File: src/rtl/lte_ul_pkg.sv
// Shared constants for the LTE uplink antenna reorder block.
// Default geometry, posinfo field width and error-counter limit.
package lte_ul_pkg;
  localparam int NUM_ANT_DEF = 8;
  localparam int SAMP_W_DEF = 16;
  localparam int POS_FLD_W = 4;
  localparam logic [15:0] ERR_SAT = 16'hFFFF;
endpackage

File: src/rtl/lte_ul_ant_reorder_if.sv
// Sample-stream bus of the antenna reorder block.
// master: stream source/sink side; slave: reorder block side.
interface lte_ul_ant_reorder_if
  import lte_ul_pkg::*;
#(
  parameter int SAMP_W = SAMP_W_DEF
);
  logic                i_fram_hd;
  logic [SAMP_W-1:0]   i_data;
  logic                i_data_valid;
  logic                o_fram_hd;
  logic                o_ant_sel;
  logic [2*SAMP_W-1:0] o_data;
  logic                o_data_valid;
  logic                o_err_hd;

  modport master (
    output i_fram_hd, i_data, i_data_valid,
    input  o_fram_hd, o_ant_sel, o_data,
    input  o_data_valid, o_err_hd
  );

  modport slave (
    input  i_fram_hd, i_data, i_data_valid,
    output o_fram_hd, o_ant_sel, o_data,
    output o_data_valid, o_err_hd
  );
endinterface

File: src/rtl/lte_ul_reorder_dpram.sv
// Two-bank sample buffer: SAMP_W write port, {Q,I} pair read port.
// Ports: clk, we/waddr/wdata (sample), raddr (bank,ant) -> rdata (1 cycle).
module lte_ul_reorder_dpram #(
  parameter int AW = 4,
  parameter int DW = 16
) (
  input  logic            clk,
  input  logic            we,
  input  logic [AW:0]     waddr,
  input  logic [DW-1:0]   wdata,
  input  logic [AW-1:0]   raddr,
  output logic [2*DW-1:0] rdata_q
);
  logic [DW-1:0] mem_i [2**AW];
  logic [DW-1:0] mem_q [2**AW];
  logic [DW-1:0] i_d;
  logic [DW-1:0] q_d;
  logic          hit;

  // The last Q sample of a group is written in the same cycle the
  // reader may fetch it, so writes forward into the read.
  always_comb begin
    hit = we && (waddr[AW:1] == raddr);
    i_d = mem_i[raddr];
    q_d = mem_q[raddr];
    if (hit && !waddr[0]) i_d = wdata;
    if (hit && waddr[0])  q_d = wdata;
  end

  always_ff @(posedge clk) begin
    if (we && !waddr[0]) mem_i[waddr[AW:1]] <= wdata;
    if (we && waddr[0])  mem_q[waddr[AW:1]] <= wdata;
    rdata_q <= {q_d, i_d};
  end
endmodule

File: src/rtl/lte_ul_ant_reorder.sv
// Uplink antenna reorder: buffers one group of I/Q samples per antenna
// and replays it in posinfo slot order with per-slot masking.
// Ports: clk_491p52, rst_491p52 (sync, high), i_ant_posinfo, i_ant_mask,
// bus (stream in/out); o_err_cnt only with LTE_UL_REORDER_ERRCNT_EN.
module lte_ul_ant_reorder
  import lte_ul_pkg::*;
#(
  parameter int NUM_ANT = NUM_ANT_DEF,
  parameter int SAMP_W  = SAMP_W_DEF,
  parameter int POS_W   = $clog2(NUM_ANT)
) (
  input  logic                       clk_491p52,
  input  logic                       rst_491p52,
  input  logic [POS_FLD_W*NUM_ANT-1:0] i_ant_posinfo,
  input  logic [NUM_ANT-1:0]         i_ant_mask,
  lte_ul_ant_reorder_if.slave        bus
`ifdef LTE_UL_REORDER_ERRCNT_EN
  ,
  output logic [15:0]                o_err_cnt
`endif
);
  localparam int WC_W = POS_W + 1;
  localparam logic [WC_W-1:0] WC_LAST = WC_W'(2*NUM_ANT-1);
  localparam logic [POS_W-1:0] SL_LAST = POS_W'(NUM_ANT-1);
  localparam int PI_W = POS_FLD_W*NUM_ANT;

  logic [WC_W-1:0]   wcnt_q, wcnt_d;
  logic              wbank_q, wbank_d;
  logic              rbank_q, rbank_d;
  logic              rd_act_q, rd_act_d;
  logic [POS_W-1:0]  slot_q, slot_d;
  logic [PI_W-1:0]   pos_sh_q, pos_sh_d;
  logic [NUM_ANT-1:0] mask_sh_q, mask_sh_d;
  logic              fhd_pend_q, fhd_pend_d;
  logic              v1_q, v1_d;
  logic              sel1_q, sel1_d;
  logic              zero1_q, zero1_d;
  logic              fhd1_q, fhd1_d;
  logic              o_valid_q, o_valid_d;
  logic              o_sel_q, o_sel_d;
  logic              o_fhd_q, o_fhd_d;
  logic              o_err_q, o_err_d;
  logic [2*SAMP_W-1:0] o_data_q, o_data_d;

  logic              wr, fhd, start;
  logic [WC_W:0]     waddr;
  logic [POS_W:0]    raddr;
  logic [PI_W-1:0]   rd_pos;
  logic [NUM_ANT-1:0] rd_mask;
  logic [POS_W-1:0]  rd_slot;
  logic [POS_FLD_W-1:0] fld;
  logic              rd_zero;
  logic [2*SAMP_W-1:0] ram_q;

  assign wr    = bus.i_data_valid;
  assign fhd   = bus.i_fram_hd;
  assign start = wr && !fhd && (wcnt_q == WC_LAST);

  always_comb begin
    wcnt_d  = wcnt_q;
    wbank_d = wbank_q;
    if (fhd) begin
      wcnt_d = wr ? WC_W'(1) : '0;
    end else if (wr) begin
      wcnt_d = wcnt_q + WC_W'(1);
      if (start) wbank_d = ~wbank_q;
    end
    waddr = {wbank_q, fhd ? {WC_W{1'b0}} : wcnt_q};
  end

  // Slot 0 is fetched in the cycle the group completes, straight from
  // the live config; later slots use the latched shadow copy.
  always_comb begin
    rd_pos  = start ? i_ant_posinfo : pos_sh_q;
    rd_mask = start ? i_ant_mask : mask_sh_q;
    rd_slot = start ? '0 : slot_q;
    fld     = rd_pos[{rd_slot, 2'b00} +: POS_FLD_W];
    rd_zero = rd_mask[rd_slot] ||
              ((fld >> POS_W) != '0);
    raddr   = {start ? wbank_q : rbank_q,
               fld[POS_W-1:0]};
  end

  always_comb begin
    rd_act_d   = rd_act_q;
    slot_d     = slot_q;
    rbank_d    = rbank_q;
    pos_sh_d   = pos_sh_q;
    mask_sh_d  = mask_sh_q;
    fhd_pend_d = fhd_pend_q;
    if (fhd) fhd_pend_d = 1'b1;
    if (start) begin
      rd_act_d   = 1'b1;
      slot_d     = POS_W'(1);
      rbank_d    = wbank_q;
      pos_sh_d   = i_ant_posinfo;
      mask_sh_d  = i_ant_mask;
      fhd_pend_d = 1'b0;
    end else if (rd_act_q) begin
      slot_d = slot_q + POS_W'(1);
      if (slot_q == SL_LAST) rd_act_d = 1'b0;
    end
  end

  always_comb begin
    v1_d      = start || rd_act_q;
    sel1_d    = start;
    zero1_d   = rd_zero;
    fhd1_d    = start && fhd_pend_q;
    o_valid_d = v1_q;
    o_sel_d   = v1_q && sel1_q;
    o_fhd_d   = v1_q && fhd1_q;
    o_data_d  = (v1_q && !zero1_q) ? ram_q : '0;
    o_err_d   = fhd && (wcnt_q != '0);
  end

  always_ff @(posedge clk_491p52) begin
    if (rst_491p52) begin
      wcnt_q     <= '0;
      wbank_q    <= 1'b0;
      rbank_q    <= 1'b0;
      rd_act_q   <= 1'b0;
      slot_q     <= '0;
      pos_sh_q   <= '0;
      mask_sh_q  <= '0;
      fhd_pend_q <= 1'b0;
      v1_q       <= 1'b0;
      sel1_q     <= 1'b0;
      zero1_q    <= 1'b0;
      fhd1_q     <= 1'b0;
      o_valid_q  <= 1'b0;
      o_sel_q    <= 1'b0;
      o_fhd_q    <= 1'b0;
      o_err_q    <= 1'b0;
      o_data_q   <= '0;
    end else begin
      wcnt_q     <= wcnt_d;
      wbank_q    <= wbank_d;
      rbank_q    <= rbank_d;
      rd_act_q   <= rd_act_d;
      slot_q     <= slot_d;
      pos_sh_q   <= pos_sh_d;
      mask_sh_q  <= mask_sh_d;
      fhd_pend_q <= fhd_pend_d;
      v1_q       <= v1_d;
      sel1_q     <= sel1_d;
      zero1_q    <= zero1_d;
      fhd1_q     <= fhd1_d;
      o_valid_q  <= o_valid_d;
      o_sel_q    <= o_sel_d;
      o_fhd_q    <= o_fhd_d;
      o_err_q    <= o_err_d;
      o_data_q   <= o_data_d;
    end
  end

  lte_ul_reorder_dpram #(
    .AW (POS_W + 1),
    .DW (SAMP_W)
  ) u_buf (
    .clk     (clk_491p52),
    .we      (wr),
    .waddr   (waddr),
    .wdata   (bus.i_data),
    .raddr   (raddr),
    .rdata_q (ram_q)
  );

  assign bus.o_data_valid = o_valid_q;
  assign bus.o_ant_sel    = o_sel_q;
  assign bus.o_fram_hd    = o_fhd_q;
  assign bus.o_err_hd     = o_err_q;
  assign bus.o_data       = o_data_q;

`ifdef LTE_UL_REORDER_ERRCNT_EN
  logic [15:0] err_cnt_q, err_cnt_d;

  always_comb begin
    err_cnt_d = err_cnt_q;
    if (o_err_d && err_cnt_q != ERR_SAT)
      err_cnt_d = err_cnt_q + 16'd1;
  end

  always_ff @(posedge clk_491p52) begin
    if (rst_491p52) err_cnt_q <= '0;
    else            err_cnt_q <= err_cnt_d;
  end

  assign o_err_cnt = err_cnt_q;
`endif
endmodule

File: src/flat_wrapper.sv
// flat-port wrapper written by rule: the top's interface ports become plain ports
module lte_ul_ant_reorder_flat import lte_ul_pkg::*;
#(
  parameter int NUM_ANT = NUM_ANT_DEF,
  parameter int SAMP_W  = SAMP_W_DEF,
  parameter int POS_W   = $clog2(NUM_ANT)
)
  (clk_491p52, rst_491p52, i_ant_posinfo, i_ant_mask, bus_i_fram_hd, bus_i_data, bus_i_data_valid, bus_o_fram_hd, bus_o_ant_sel, bus_o_data, bus_o_data_valid, bus_o_err_hd);
  lte_ul_ant_reorder_if #(.SAMP_W(SAMP_W)) bus_i ();
  input  logic clk_491p52;
  input  logic rst_491p52;
  input  logic [POS_FLD_W*NUM_ANT-1:0] i_ant_posinfo;
  input  logic [NUM_ANT-1:0] i_ant_mask;
  input wire logic [$bits(bus_i.i_fram_hd)-1:0] bus_i_fram_hd;
  input wire logic [$bits(bus_i.i_data)-1:0] bus_i_data;
  input wire logic [$bits(bus_i.i_data_valid)-1:0] bus_i_data_valid;
  output wire logic [$bits(bus_i.o_fram_hd)-1:0] bus_o_fram_hd;
  output wire logic [$bits(bus_i.o_ant_sel)-1:0] bus_o_ant_sel;
  output wire logic [$bits(bus_i.o_data)-1:0] bus_o_data;
  output wire logic [$bits(bus_i.o_data_valid)-1:0] bus_o_data_valid;
  output wire logic [$bits(bus_i.o_err_hd)-1:0] bus_o_err_hd;
  assign bus_i.i_fram_hd = bus_i_fram_hd;
  assign bus_i.i_data = bus_i_data;
  assign bus_i.i_data_valid = bus_i_data_valid;
  assign bus_o_fram_hd = bus_i.o_fram_hd;
  assign bus_o_ant_sel = bus_i.o_ant_sel;
  assign bus_o_data = bus_i.o_data;
  assign bus_o_data_valid = bus_i.o_data_valid;
  assign bus_o_err_hd = bus_i.o_err_hd;
  lte_ul_ant_reorder #(.NUM_ANT(NUM_ANT), .SAMP_W(SAMP_W), .POS_W(POS_W)) u_core (.clk_491p52(clk_491p52), .rst_491p52(rst_491p52), .i_ant_posinfo(i_ant_posinfo), .i_ant_mask(i_ant_mask), .bus(bus_i));
endmodule
File: config.mk
export PLATFORM = sky130hd
export DESIGN_NAME = lte_ul_ant_reorder_flat
export DESIGN_NICKNAME = d
export VERILOG_FILES = /design/src/rtl/lte_ul_pkg.sv /design/src/rtl/lte_ul_ant_reorder_if.sv /design/src/rtl/lte_ul_reorder_dpram.sv /design/src/rtl/lte_ul_ant_reorder.sv /design/src/flat_wrapper.sv
export SDC_FILE = /design/constraint.sdc
export NUM_CORES = 1
export LEC_CHECK = 0
export ABC_CLOCK_PERIOD_IN_PS = 6200
export CORE_ASPECT_RATIO = 1.4
export CORE_MARGIN = 4
export CORE_UTILIZATION = 55
export CTS_CLUSTER_DIAMETER = 200
export DETAILED_ROUTE_END_ITERATION = 16
export PLACE_DENSITY = 0.79
export SLEW_MARGIN = 0
export SYNTH_ARGS = -nofsm -noshare
export SYNTH_HDL_FRONTEND = slang
export SYNTH_HIERARCHICAL = 1
export SYNTH_SLANG_ARGS = --single-unit
export TNS_END_PERCENT = 30
File: constraint.sdc
create_clock -name clk_491p52 -period 6.2 [get_ports clk_491p52]
set_input_delay 1.24 -clock clk_491p52 [delete_from_list [all_inputs] [get_ports clk_491p52]]
set_output_delay 1.24 -clock clk_491p52 [all_outputs]
set_load 0.02 [all_outputs]
; Word-level counts from Yosys, hierarchy flattened
; Memory sizes are Yosys's and may differ from the RTL's. A register that Yosys moved wholly into a read port is not among the register bits.
; Index checks and enable logic that the tools add are counted.
[word_totals]
register_bits = 91
memories = 2
ramBits = 512
word_cells = 68
output_inout_bits = 36
inputBits = 60
[op_classes]
n_eq_ne = 2
addsub = 2
n_reduce_logical = 20
n_mux = 19
shifts = 1
magnitude_cmp = 1
bitwise = 3
[mem_list]
columns = memory, words, width, read_ports, rd_ports_with_merged_regs, write_ports, line_no
row1 = u_core.u_buf.mem_i, 16, 16, 1, 1, 1, lte_ul_reorder_dpram.sv:14  ; logic [DW-1:0] mem_i [2**AW];
row2 = u_core.u_buf.mem_q, 16, 16, 1, 1, 1, lte_ul_reorder_dpram.sv:15  ; logic [DW-1:0] mem_q [2**AW];
[ops]
columns = op, n
row1 = $mux W32, 1
row2 = $shiftx A32 B6 Y4, 1
row3 = $mux W1, 12
row4 = $mux W4, 3
row5 = $logic_and A1 B1 Y1, 9
row6 = $mux W8, 1
row7 = $add A4 B1 Y4 const B, 1
row8 = $eq A4 B4 Y1 const B, 1
row9 = $lt A3 B4 Y1 const B, 1
row10 = $reduce_bool A2 Y1, 2
row11 = $reduce_bool A4 Y1, 1
row12 = $reduce_or A2 Y1, 2
row13 = $add A3 B1 Y3 const B, 1
row14 = $bmux W1 S3, 1
row15 = $eq A3 B3 Y1 const B, 1
row16 = $logic_not A1 Y1, 3
row17 = $mux W3, 1
row18 = $not A1 Y1, 3
row19 = $reduce_and A3 Y1, 1
row20 = $logic_or A1 B1 Y1, 2

; Longest topological paths before layout
[depth]
ltp_word = 7
mapped_depth = 7

; Hierarchy
; Netlist, hierarchy kept.
[by_module_without_submodules]
columns = mod, n_inst, cells_per_inst, area_per_inst_um2, seq_area_each_um2
row1 = lte_ul_reorder_dpram, 1, 838, 19378.6, 15454.8
row2 = lte_ul_ant_reorder, 1, 339, 3324.4, 1821.7

; Least setup slack after synthesis
; No wires, ideal clock.
[synth_path]
path_kind = input-to-reg
from = in bus_i_fram_hd
to = mem u_core.u_buf.mem_q[4][0], enable pin
arrival_time_ps = 2681
path_slack_ps = 3131
path_buffers = 1
cell_stages = 5
cell_sequence = buf_4 nor2b_1 nor2b_1 nand3_1 nor2_1
[synth_via]
word_cells_on_any_way = 4
[synth_rtl]
columns = item, line_no
row1 = "start, declared", flat_wrapper.sv:14  ; input wire logic [$bits(bus_i.i_fram_hd)-1:0] bus_i_fram_hd;
row2 = $mux W4, lte_ul_ant_reorder.sv:68  ; waddr = {wbank_q, fhd ? {WC_W{1'b0}} : wcnt_q};
row3 = named net u_core.waddr[3], lte_ul_ant_reorder.sv:46  ; logic [WC_W:0] waddr;
row4 = "end, declared", lte_ul_reorder_dpram.sv:15
; The timed path passes the listed nets, and every way through them passes these cells.

; Worst setup path in the final report
[layout_path]
from = in bus_i_fram_hd
to = mem u_core.u_buf.mem_q[6][7], enable pin
; The elaborated chain is that of the path after synthesis.

==> impl_metrics.tcl <==
set metrics [dict create \
    outcome "complete, no violations" \
    synth-edff-count 512 \
    synthesis.nets 1241 \
    cell_chain_of_the_critical_path "clkdlybuf4s50_1 -> nor2b_1 -> nor2b_1 -> nand3_1 -> nor2_2" \
    drtAntennaViolNets 0 \
    holdCritPathClass "reg2reg" \
    post_cts_setup_buffers 0 \
    synth.cell_area_mm2 0.0227 \
    place_ws_ns 2.06 \
    dp_hpwl_mm 26.8 \
    kind_of_critical_path "in2reg" \
    timing.critical_path.mode_cell "nor2b_1" \
    cts.root.buffer_cell "clkbuf_16" \
    die_width_um 180 \
    power.density_cell_area_mw_per_mm2 296 \
    post_cts_resize_count 0 \
    timing_worst_slew_pin_value_ns 1.28 \
    grt_antenna_before_repair 0 \
    cts_tree "built" \
    flow.area_growth_from_synthesis_pct 14.6 \
    highest_layer "met4" \
    drcViolationCount 0 \
    synth_cells 1177 \
    timing.critical_path.fanout_max 16 \
    met1Wirelength_mm 17.8 \
    grt_first_pass_wirelength_mm 70.7 \
    nets 1370 \
    grt_pass1_vias 11800 \
    place.port_buffers 95 \
    cpPeakStageDelay_ns 0.71 \
    final_estimated_routing_congestion_in_global_placement 0.775 \
    height_of_the_die_um 248 \
    yosys_most_used_dff "edfxtp_1" \
    worst-endpoint-arrival_ns 3.32 \
    clk_pin_slew_ns 0.06 \
    cpLargestDelayFamily "simple AND/OR/NAND/NOR gates" \
    yosys.cell_types.count 41 \
    die-area_mm2 0.0446 \
    finalCriticalPeriod_ns 3.14 \
    worstSkewPairLatency_ns 0.57 \
    routedWlPerCell_um 24.3 \
    antennaDiodeCount 0 \
    cell_count_final_fillers_out 1880 \
    setup_repair_after_global_routing_missed_its_margin "no" \
    worst-path-buf-inv 1 \
    htree_num_levels 2 \
    grt_usage_pct 20.6 \
    final-setup-viol-count 0 \
    critical_path.slowest_cell "nor2_2" \
    synth_most_common_cell "edfxtp_1" \
    grt_max_degree 80 \
    yosys.area.top_type_share_pct 67.7 \
    vdd_drop_max_mv 0.231 \
    drt_first_iter_violations 1112 \
    max-cap-violations 0 \
    holdBufCountCts 0 \
    placeableCoreArea_mm2 0.0405 \
    finalMaxSlewViolations 0 \
    start_kind "input pin" \
    crit_path_end_kind "register" \
    drt_wirelength_mm 45.7 \
    synth.yosys.seq_area_share_pct 76.1 \
    p_leak_uw 0.00810 \
    vias_per_cell 6.00 \
    yosys_warnings 6 \
    met2WireLength_mm 22.9 \
    met3_wirelength_mm 3.62 \
    finish.utilization_pct 64.3 \
    synth_common_cells "512 x edfxtp_1, 134 x mux4_2, 113 x nand2_1" \
    cts_inserted_buffers 52 \
    post_synth_main_area_contributors "edfxtp_1 68%, mux4_2 13%, dfxtp_1 8.4%, a22oi_1 2.1%, nand2_1 1.9%" \
    worst_clock_skew_ns 0.0192 \
    first_pass_iters 5 \
    drive_gt1_share_pct 22.1 \
    slew_headroom_pct 14.4 \
    max_freq_ghz 0.319 \
    async_reset_ff_share_pct 0 \
    finalHoldViolations 0 \
    post-route-period-util_pct 50.6 \
    worst_slack_ns 3.06 \
    ctsLongestPathBuffers 3 \
    std_cell_rows 87 \
    ys_ff_latch 607 \
    nFillCells 2624 \
    synthesis.area_per_instance_um2 19.3 \
    worst-endpoint-required_ns 6.38 \
    initial_core_util_pct 56.1 \
    ioPinCount 96 \
    synthDominantAreaCellType "edfxtp_1" \
    numClockSinks 607 \
    vias_after_detailed_routing 11300 \
    gr-total-overflow 0 \
    cell_total_after_placement 1785 \
    tns_ns 0 \
]
-- path summary, 6_finish.rpt --
path                               startpoint                       end  slack (ns)  depth (start not counted)
worst max register to register       register     u_core/bus.o_data[21]        3.10                          5
worst min register to register  u_core/fhd1_q      u_core/bus.o_fram_hd        0.43                          1
worst max-delay path            bus_i_fram_hd  u_core/u_buf/mem_q[6][7]        3.06                          5
worst min-delay path            u_core/fhd1_q      u_core/bus.o_fram_hd        0.43                          1
-- kinds of logic after synthesis --
| group | Yosys count | share of synthesized area [%] |
|---|---|---|
| and+or+nand+nor | 234 | 4.78 |
| buffers and inverters | 71 | 1.54 |
| adders and majority gates | 4 | 0.220 |
| muxes | 141 | 13.6 |
| AOI/OAI and AO/OA | 115 | 3.57 |
| DFF | 607 | 76.1 |
| xor gates and xnor gates | 5 | 0.193 |
-- routing by layer --
layer  up-vias  track usage (%)
met3        72             3.65
met1      5735             28.4
met2       550             34.1
met4         0             6.77
met5         -                0
li1       4918                -
-- sequential cells by signal (all words and copies together) (netlist names), 3 cells and up, named ones only --
register,cells
u_core/u_buf/mem_q,256
u_core/mask_sh_q,8
u_core/slot_q,3
u_core/u_buf/mem_i,256
u_core/pos_sh_q,32
u_core/wcnt_q,4
u_core/bus.o_data,32
-- placed cells by master (no fill, tap or decap), types with 5 or more instances in the layout --
cell	n
and2_1	36
mux2i_1	6
nor2_1	43
nand2_1	113
nor2b_1	6
clkbuf_8	8
a21oi_1	28
mux4_2	134
nand3_1	5
clkbuf_1	10
a21oi_2	14
a22oi_1	64
edfxtp_1	512
dfxtp_1	93
clkinv_2	11
clkbuf_16	53
nor3_1	9
buf_4	49
clkdlybuf4s50_1	94
-- per-stage QoR --
| step | total power, µW | area, µm² | hold slack (ns) |
|---|---|---|---|
| 2_1_floorplan | 4560 | 22700 | 0.406 |
| 3_3_place_gp | 4660 | 24400 | 0.415 |
| 3_5_place_dp | 4670 | 24400 | 0.413 |
| 4_1_cts | 7750 | 26000 | 0.430 |
| 5_1_grt | 7940 | 26000 | 0.444 |
| 6_report | 7700 | 26000 | 0.429 |
-- area by class of cell --
class | count | area (µm²) | area share [%]
Clock buffer | 71 | 1470 | 5.66
Clock inverter | 23 | 185 | 0.712
Inverter | 2 | 7.51 | 0.0288
Multi-Input combinational cell | 499 | 5090 | 19.6
Sequential cell | 607 | 17300 | 66.4
Tap cell | 534 | 668 | 2.57
Timing Repair Buffer | 144 | 1310 | 5.05
-- report_power, final --
part	total [µW]	leakage [µW]	switching, µW	internal [µW]
Clock	3130	0.000814	1370	1750
Combinational	146	0.00190	91.2	54.6
Sequential	4430	0.00538	3.91	4430
No activity file was read; power rests on OpenSTA's default activity.
